**src/rtl/duty_integrator.sv**
```systemverilog
// duty_integrator: soft-start ramp followed by saturating integral regulation of the DPWM duty command.
// err_i is a 4-bit two's-complement step sampled only on terminal-count edges.
module duty_integrator #(
    parameter int DUTY_W     = 8,
    parameter int DUTY_MAX   = 240,
    parameter int DUTY_MIN   = 0,
    parameter int UPDATE_DIV = 16,
    parameter int SS_DIV     = 64,
    parameter int SS_STEP    = 1
) (
    input  logic              clk,
    input  logic              rst_n,
    input  logic              enable,
    input  logic [3:0]        err_i,
    output logic [DUTY_W-1:0] duty,
    output logic              update,
    output logic              sat_hi,
    output logic              sat_lo,
    output logic [1:0]        state
);
    localparam logic [1:0] IDLE = 2'b00;
    localparam logic [1:0] SOFT = 2'b01;
    localparam logic [1:0] REG  = 2'b10;
    localparam int CNT_TOP = (SS_DIV > UPDATE_DIV) ? SS_DIV : UPDATE_DIV;
    localparam int CNT_W   = $clog2(CNT_TOP);
    localparam logic signed [DUTY_W+1:0] MAX_S = (DUTY_W+2)'(DUTY_MAX);
    localparam logic signed [DUTY_W+1:0] MIN_S = (DUTY_W+2)'(DUTY_MIN);

    logic [1:0]              state_q, state_d;
    logic [CNT_W-1:0]        cnt_q, cnt_d;
    logic [DUTY_W-1:0]       duty_q, duty_d;
    logic                    update_q, update_d;
    logic                    sat_hi_q, sat_hi_d;
    logic                    sat_lo_q, sat_lo_d;
    logic                    term;
    logic [DUTY_W+1:0]       inc;
    logic [DUTY_W-1:0]       ss_val;
    logic signed [DUTY_W+1:0] sum;

    assign term   = (state_q == SOFT) ? (cnt_q == CNT_W'(SS_DIV - 1)) : (cnt_q == CNT_W'(UPDATE_DIV - 1));
    assign inc    = {2'b00, duty_q} + (DUTY_W+2)'(SS_STEP);
    assign ss_val = (inc > MAX_S) ? DUTY_W'(DUTY_MAX) : inc[DUTY_W-1:0];
    // Sign-extended error added in two extra bits so both clamps see the true sum
    assign sum    = signed'({2'b00, duty_q}) + signed'({{(DUTY_W-2){err_i[3]}}, err_i});

    always_comb begin
        state_d  = state_q;
        cnt_d    = cnt_q + CNT_W'(1);
        duty_d   = duty_q;
        update_d = 1'b0;
        sat_hi_d = sat_hi_q;
        sat_lo_d = sat_lo_q;
        if (!enable || state_q == 2'b11) begin
            state_d  = IDLE;
            cnt_d    = '0;
            duty_d   = '0;
            sat_hi_d = 1'b0;
            sat_lo_d = 1'b0;
        end else if (state_q == IDLE) begin
            state_d = SOFT;
            cnt_d   = '0;
        end else if (term) begin
            cnt_d = '0;
            if (state_q == SOFT) begin
                if (err_i[3] || err_i == 4'd0) begin
                    state_d = REG;
                end else begin
                    duty_d   = ss_val;
                    update_d = 1'b1;
                    state_d  = (ss_val == DUTY_W'(DUTY_MAX)) ? REG : SOFT;
                end
            end else begin
                update_d = 1'b1;
                sat_hi_d = sum > MAX_S;
                sat_lo_d = sum < MIN_S;
                duty_d   = (sum > MAX_S) ? DUTY_W'(DUTY_MAX) :
                           (sum < MIN_S) ? DUTY_W'(DUTY_MIN) : sum[DUTY_W-1:0];
            end
        end
    end

    always_ff @(posedge clk or negedge rst_n) begin
        if (!rst_n) begin
            state_q  <= IDLE;
            cnt_q    <= '0;
            duty_q   <= '0;
            update_q <= 1'b0;
            sat_hi_q <= 1'b0;
            sat_lo_q <= 1'b0;
        end else begin
            state_q  <= state_d;
            cnt_q    <= cnt_d;
            duty_q   <= duty_d;
            update_q <= update_d;
            sat_hi_q <= sat_hi_d;
            sat_lo_q <= sat_lo_d;
        end
    end

    assign duty   = duty_q;
    assign update = update_q;
    assign sat_hi = sat_hi_q;
    assign sat_lo = sat_lo_q;
    assign state  = state_q;
endmodule

```
**config.mk**
```make
export PLATFORM = sky130hd
export DESIGN_NAME = duty_integrator
export DESIGN_NICKNAME = d
export VERILOG_FILES = /design/src/rtl/duty_integrator.sv
export SDC_FILE = /design/constraint.sdc
export NUM_CORES = 1
export LEC_CHECK = 0
export ABC_AREA = 1
export ABC_CLOCK_PERIOD_IN_PS = 3200
export CAP_MARGIN = 0
export CORE_ASPECT_RATIO = 2
export CORE_MARGIN = 2
export CORE_UTILIZATION = 57
export CTS_CLUSTER_DIAMETER = 60
export DETAILED_ROUTE_END_ITERATION = 7
export PLACE_DENSITY = 0.9
export SLEW_MARGIN = 30
export SYNTH_ARGS = -nofsm -noshare
export SYNTH_HDL_FRONTEND = slang
export SYNTH_SLANG_ARGS = --single-unit
```
**constraint.sdc**
```tcl
create_clock -name clk -period 3.2 [get_ports clk]
set_clock_uncertainty 0.2 [all_clocks]
set_input_delay 0.48 -clock clk [delete_from_list [all_inputs] [get_ports clk]]
set_output_delay 0.48 -clock clk [all_outputs]
set_load 0.1 [all_outputs]
```
Yosys cells after proc, flatten, opt, wreduce, memory -nomap -nowiden
Cells that the tools add are included. W data, S select, Z words.

Register bits after elaboration: 19. Bits of input ports: 7. Output and inout bits: 13. Logic and storage cells: 62.

Add/subtract/negate cells: 3. Magnitude comparators: 3. Equal/unequal tests: 8. Mux-type cells: 31. Reductions and logical operators: 11.

Operators by type and width (number): $mux W8 (8); $mux W6 (3); $mux W1 (14); $mux W2 (6); $add A9 B4 Y10 (1); $gt A10 B9 Y1 const B (1); $lt A10 B1 Y1 const B (1); $add A8 B1 Y9 const B (1); $gt A9 B8 Y1 const B (1); $eq A8 B8 Y1 const B (1); $add A6 B1 Y6 const B (1); $eq A6 B4 Y1 const B (1); $eq A6 B6 Y1 const B (1); $reduce_and A3 Y1 (2); $reduce_bool A3 Y1 (2); $logic_not A4 Y1 (1); $ne A3 B3 Y1 const B (1); $eq A2 B1 Y1 const B (1); $eq A2 B2 Y1 const B (1); $logic_not A2 Y1 (1); $logic_or A1 B1 Y1 (2); $ne A2 B1 Y1 const B (1); $ne A2 B2 Y1 const B (1); $reduce_and A2 Y1 (1); 2 further kinds (2).

Longest topological paths before layout
Gate-level depths: netlist of run 1.

Word-level depth: 10. Mapped depth: 16. Depth with buffers taken out: 16.

Least setup slack after synthesis of run 1
No wires, ideal clock.

Path type: reg-to-reg. Start point: reg duty_q[0], in the netlist duty[0]. End point: reg duty_q[5], in the netlist duty[5]. Library setup time: 0.120 ns. Arrival time: 2.474 ns. Data required time: 2.880 ns. Path slack: 0.406 ns. Stages on the path, launching flop included: 11. Buffers on the path: 0. Period minus slack after synthesis: 2.794 ns. Cell sequence: dfrtp_1 -> ha_1 -> fa_1 -> nor3_1 -> nand2_1 -> nand2_1 -> nor2_4 -> nand2_4 -> nand2_4 -> o21ai_1 -> nand2_1.

Longest elaborated chain between the ends: 8. Elaborated cells on any way between the ends: 13. Classes of those cells: add/sub: 2; order compare: 3; mux: 8.

Ends and longest elaborated chain: start: declaration (RTL line 31) `logic [DUTY_W-1:0] duty_q, duty_d;`; start signal: assignment (RTL line 93) `duty_q <= duty_d;`; $add A9 B4 Y10 or $add A8 B1 Y9 (tied branches) (RTL line 44, 41); $lt A10 B1 Y1 or $gt A9 B8 Y1 (tied branches) (RTL line 77, 42); $mux W8 (on tied branches) (RTL line 77, 42); $mux W8 (on tied branches) (RTL line 76, 65); $mux W8 (*) (RTL line 64) `if (state_q == SOFT) begin`; $mux W8 (*) (RTL line 62) `end else if (term) begin`; $mux W8 (*) (RTL line 59) `end else if (state_q == IDLE) begin`; $mux W8 (*) (RTL line 53) `if (!enable || state_q == 2'b11) begin`.

Every way passes the cells marked *; elsewhere a longest branch is shown, timed or not. The select of a mux whose other input is x is not followed. A chain may end at the register's enable or synchronous reset.

Worst setup path in the final report of run 1
Start point: in err_i[3]. End point: reg duty_q[1], in the netlist duty[1].

Longest elaborated chain between the ends: 8. Elaborated cells on any way between the ends: 13. Classes of those cells: add/sub: 1; order compare: 2; eq/ne: 1; mux: 6; reduce/logical: 3.

Ends and longest elaborated chain: start: declaration (RTL line 14) `input logic [3:0] err_i,`; $add A9 B4 Y10 (RTL line 44) `assign sum = signed'({2'b00, duty_q}) + signed'({{(DUTY_W-2){err_i[3]}}, err_i});`; $lt A10 B1 Y1 (RTL line 77) `(sum < MIN_S) ? DUTY_W'(DUTY_MIN) : sum[DUTY_W-1:0];`; $mux W8 (RTL line 77); $mux W8 (RTL line 76) `duty_d = (sum > MAX_S) ? DUTY_W'(DUTY_MAX) :`; $mux W8 (RTL line 64); $mux W8 (RTL line 62); $mux W8 (RTL line 59); $mux W8 (RTL line 53).

Several ways; a longest one is shown, not always the timed one. The select of a mux whose other input is x is not followed.

==> metrics.md, run 1 <==
| Metric | Value |
|---|---|
| Status | finished, final reports clean |
| Routed Antenna Nets | 0 |
| WL final | 4.45 mm |
| Total Routing Usage GR | 26.0% |
| CP Capture Type | flip-flop |
| Avg Cell Area, Syn | 6.82 um^2 |
| Detail Placement HPWL | 3.61 mm |
| Core area | 0.00298 mm^2 |
| Period minus WS final | 2.82 ns |
| Synth cell count leaders | 88 x nand2_1, 29 x inv_1, 24 x nor2_1 |
| Register bit count reported by yosys | 19 |
| YS warnings | 0 |
| Leak | 1.11 nW |
| Pwr Density | 269 mW/mm^2 |
| Fillers | 262 |
| DIE WIDTH | 43.7 um |
| Setup slack, reg-to-reg | 0.70 ns |
| Routability cong. | 0.919 |
| Yosys cell types | 33 |
| Crit Path Max Fanout | 8 |
| Gr ovfl total | 0 |
| Post-cts sizing count | 0 |
| Post-place setup slack | 0.125 ns |
| Chip height | 83.5 um |
| Final Slew Violations | 0 |
| Synthesized cell area | 0.00180 mm^2 |
| Max Freq | 0.355 GHz |
| Port bufs | 19 |
| Startpoint class of the critical path | input port |
| Mapped Nets | 284 |
| Final setup viols | 0 |
| Pre-Repair DR Iteration Count | 4 |
| Final worst-path cycle share | 88.0% |
| Final net count | 309 |
| Iter 0 DRT Violations | 49 |
| TritonCTS clock tree | built |
| Async set-or-reset flop fraction in the synthesized netlist | 100% |
| Vias post-DR | 1810 |
| Antenna violations before repair | 0 |
| Wire per inst | 14.0 um |
| Worst Hold Class | reg -> reg |
| Deepest clock path buffer count | 2 |
| Rows | 28 |
| Initial Utilization | 60.5% |
| Root Buffer | clkbuf_8 |
| Crit path DAT | 2.77 ns |
| Area growth syn-to-layout | 13.6% |
| Clock transition at the registers of the reported paths | 0.07 ns |
| Worst skew pair latency | 0.26 ns |
| Post-synth top flop | dfrtp_1 |
| Post-route DRC | 0 |
| Critical setup path kind | in -> reg |
| Clock Sinks | 19 |
| Final hold viol count | 0 |
| Post-synth EDFFs | 0 |
| Sequential area share after synthesis | 26.4% |
| Data required time at the worst endpoint | 3.15 ns |
| Worst-Margin Slew | 0.502 ns |
| Yosys top cell by area | dfrtp_1 |
| Number of global-route vias before repair | 1747 |
| Ports | 20 |
| Worst vdd ir | 0.000297 V |
| First-pass GRT wire length | 7.29 mm |
| Final setup margin | 0.384 ns |
| Syn Inst Count | 264 |
| H-Tree Depth | 1 |
| Synth top area cells | dfrtp_1 26%, nand2_1 18%, ha_1 8.3%, inv_1 6.0%, nand3_1 5.8% |
| Largest net degree at the start of global routing | 20 |
| RSZ-0062 raised after global routing | no |
| Slew HR | 66.4% |
| Max Cap Viol | 0 |
| Top cell type's share of synthesized area | 26.4% |
| Via-to-Cell Ratio | 5.69 |
| Die Area | 0.00365 mm^2 |
| Most instantiated library cell after synthesis | nand2_1 |
| Num CTS Buffers | 3 |
| Final TNS setup | 0 ns |
| Layout cells sized above 1 | 17.4% |
| Diodes inserted | 0 |
==> timing repair <==
action                     CTS  global route
setup buffers                0             0
setup endpoints to repair    0             0
hold endpoints to repair     0            19
hold buffers                 0             1
==> worst paths after layout <==
| check | depth (start not counted) | startpoint | to |
|---|---|---|---|
| worst max register to register | 10 | duty[0] | duty[5] |
| min in group asynchronous | 2 | rst_n | duty[1] |
| max in group asynchronous | 2 | rst_n | duty[5] |
| worst max-delay path | 14 | err_i[3] | duty[1] |
| worst min-delay path | 1 | cnt_q[0] | cnt_q[0] |
| worst min register to register | 1 | cnt_q[0] | cnt_q[0] |
==> per-layer routing <==
layer  part of all wire, %  track usage [%]  wire length [um]  vias up
li1                      -                -                 -      900
met1                    36             26.1              1590      836
met2                    55             45.9              2470       46
met3                   2.3             2.16               103       28
met4                   6.5             19.3               291        0
met5                     0                0                 0        -
==> layout make-up <==
cell class	instances	area, um^2	share of cell area (%)
inverter	34	130	6.36
timing repair buffer	20	163	7.95
tap	30	37.5	1.83
clock buffer	4	45.0	2.20
sequential	19	475	23.2
multi-input combinational	211	1190	58.4
==> critical path, cell delays in order <==
cell	delay, ns
clkdlybuf4s50_1	0.59
ha_1	0.47
nand2_1	0.09
nand2_1	0.06
a21oi_1	0.20
nand4_1	0.21
nand2_4	0.14
inv_2	0.07
nor2_4	0.13
nand2_4	0.09
nand3_1	0.07
nand2_1	0.06
nand2_1	0.05
nand2_1	0.05
==> report_power, final <==
part / internal, mW / switching, mW
sequential: 0.244 / 0.00450
clock: 0.0887 / 0.0817
combinational: 0.0398 / 0.0920
==> state kept, by name, summed over array words and instances, names as in the netlist <==
register  cells
update        1
cnt_q         6
sat_lo        1
state         2
duty          8
sat_hi        1
==> metrics by stage <==
step	power [mW]	hold slack [ns]	cell area (um^2)	util, %	cells
2_1_floorplan	0.344	-0.0156	1800	-	264
5_1_grt	0.579	0.291	2050	68.7	318
3_5_place_dp	0.384	0.257	2000	67.0	313
4_1_cts	0.556	0.267	2040	68.5	317
3_3_place_gp	0.381	0.246	2000	67.0	313
6_report	0.551	0.264	2050	68.7	318
==> cell families after synthesis <==
logic type / count (synthesis) / synth area share, %
buffers and inverters: 34 / 7.23
AOI/OAI and AO/OA: 25 / 9.94
xor gates and xnor gates: 7 / 3.82
DFF: 19 / 26.4
adders and majority gates: 13 / 9.45
and+or+nand+nor: 166 / 43.2
==> cell usage in the layout (no fill, tap or decap), types with 2 or more instances in the layout <==
| master | synthesis | layout |
|---|---|---|
| clkbuf_8 | 0 | 3 |
| nand2_1 | 88 | 88 |
| inv_1 | 29 | 29 |
| xor2_1 | 4 | 4 |
| nor2_4 | 2 | 2 |
| clkdlybuf4s50_1 | 0 | 5 |
| o21ai_2 | 2 | 2 |
| dfrtp_1 | 19 | 19 |
| nor2_2 | 6 | 6 |
| nor2_1 | 24 | 24 |
| a21oi_1 | 8 | 8 |
| nand2_2 | 6 | 6 |
| xnor2_1 | 2 | 2 |
| nand3_1 | 21 | 21 |
| o21ai_0 | 3 | 3 |
| nand4_1 | 9 | 9 |
| nand2_4 | 3 | 3 |
| buf_4 | 0 | 13 |
| o21ai_1 | 4 | 4 |
| nand3_2 | 2 | 2 |
| ha_1 | 12 | 12 |
| inv_2 | 4 | 4 |
| nor3_1 | 2 | 2 |
| o211ai_2 | 2 | 2 |
Power figures use the tool's default switching activity.
==> run 2, diff against run 1 <==
--- a/config.mk
+++ b/config.mk
@@ -14,6 +14,7 @@
 export CTS_CLUSTER_DIAMETER = 60
 export DETAILED_ROUTE_END_ITERATION = 7
 export PLACE_DENSITY = 0.9
+export SETUP_SLACK_MARGIN = 0.2
 export SLEW_MARGIN = 30
 export SYNTH_ARGS = -nofsm -noshare
 export SYNTH_HDL_FRONTEND = slang
==> results of run 2 <==
Final layout, timing and power as in run 1 (identical DEF).
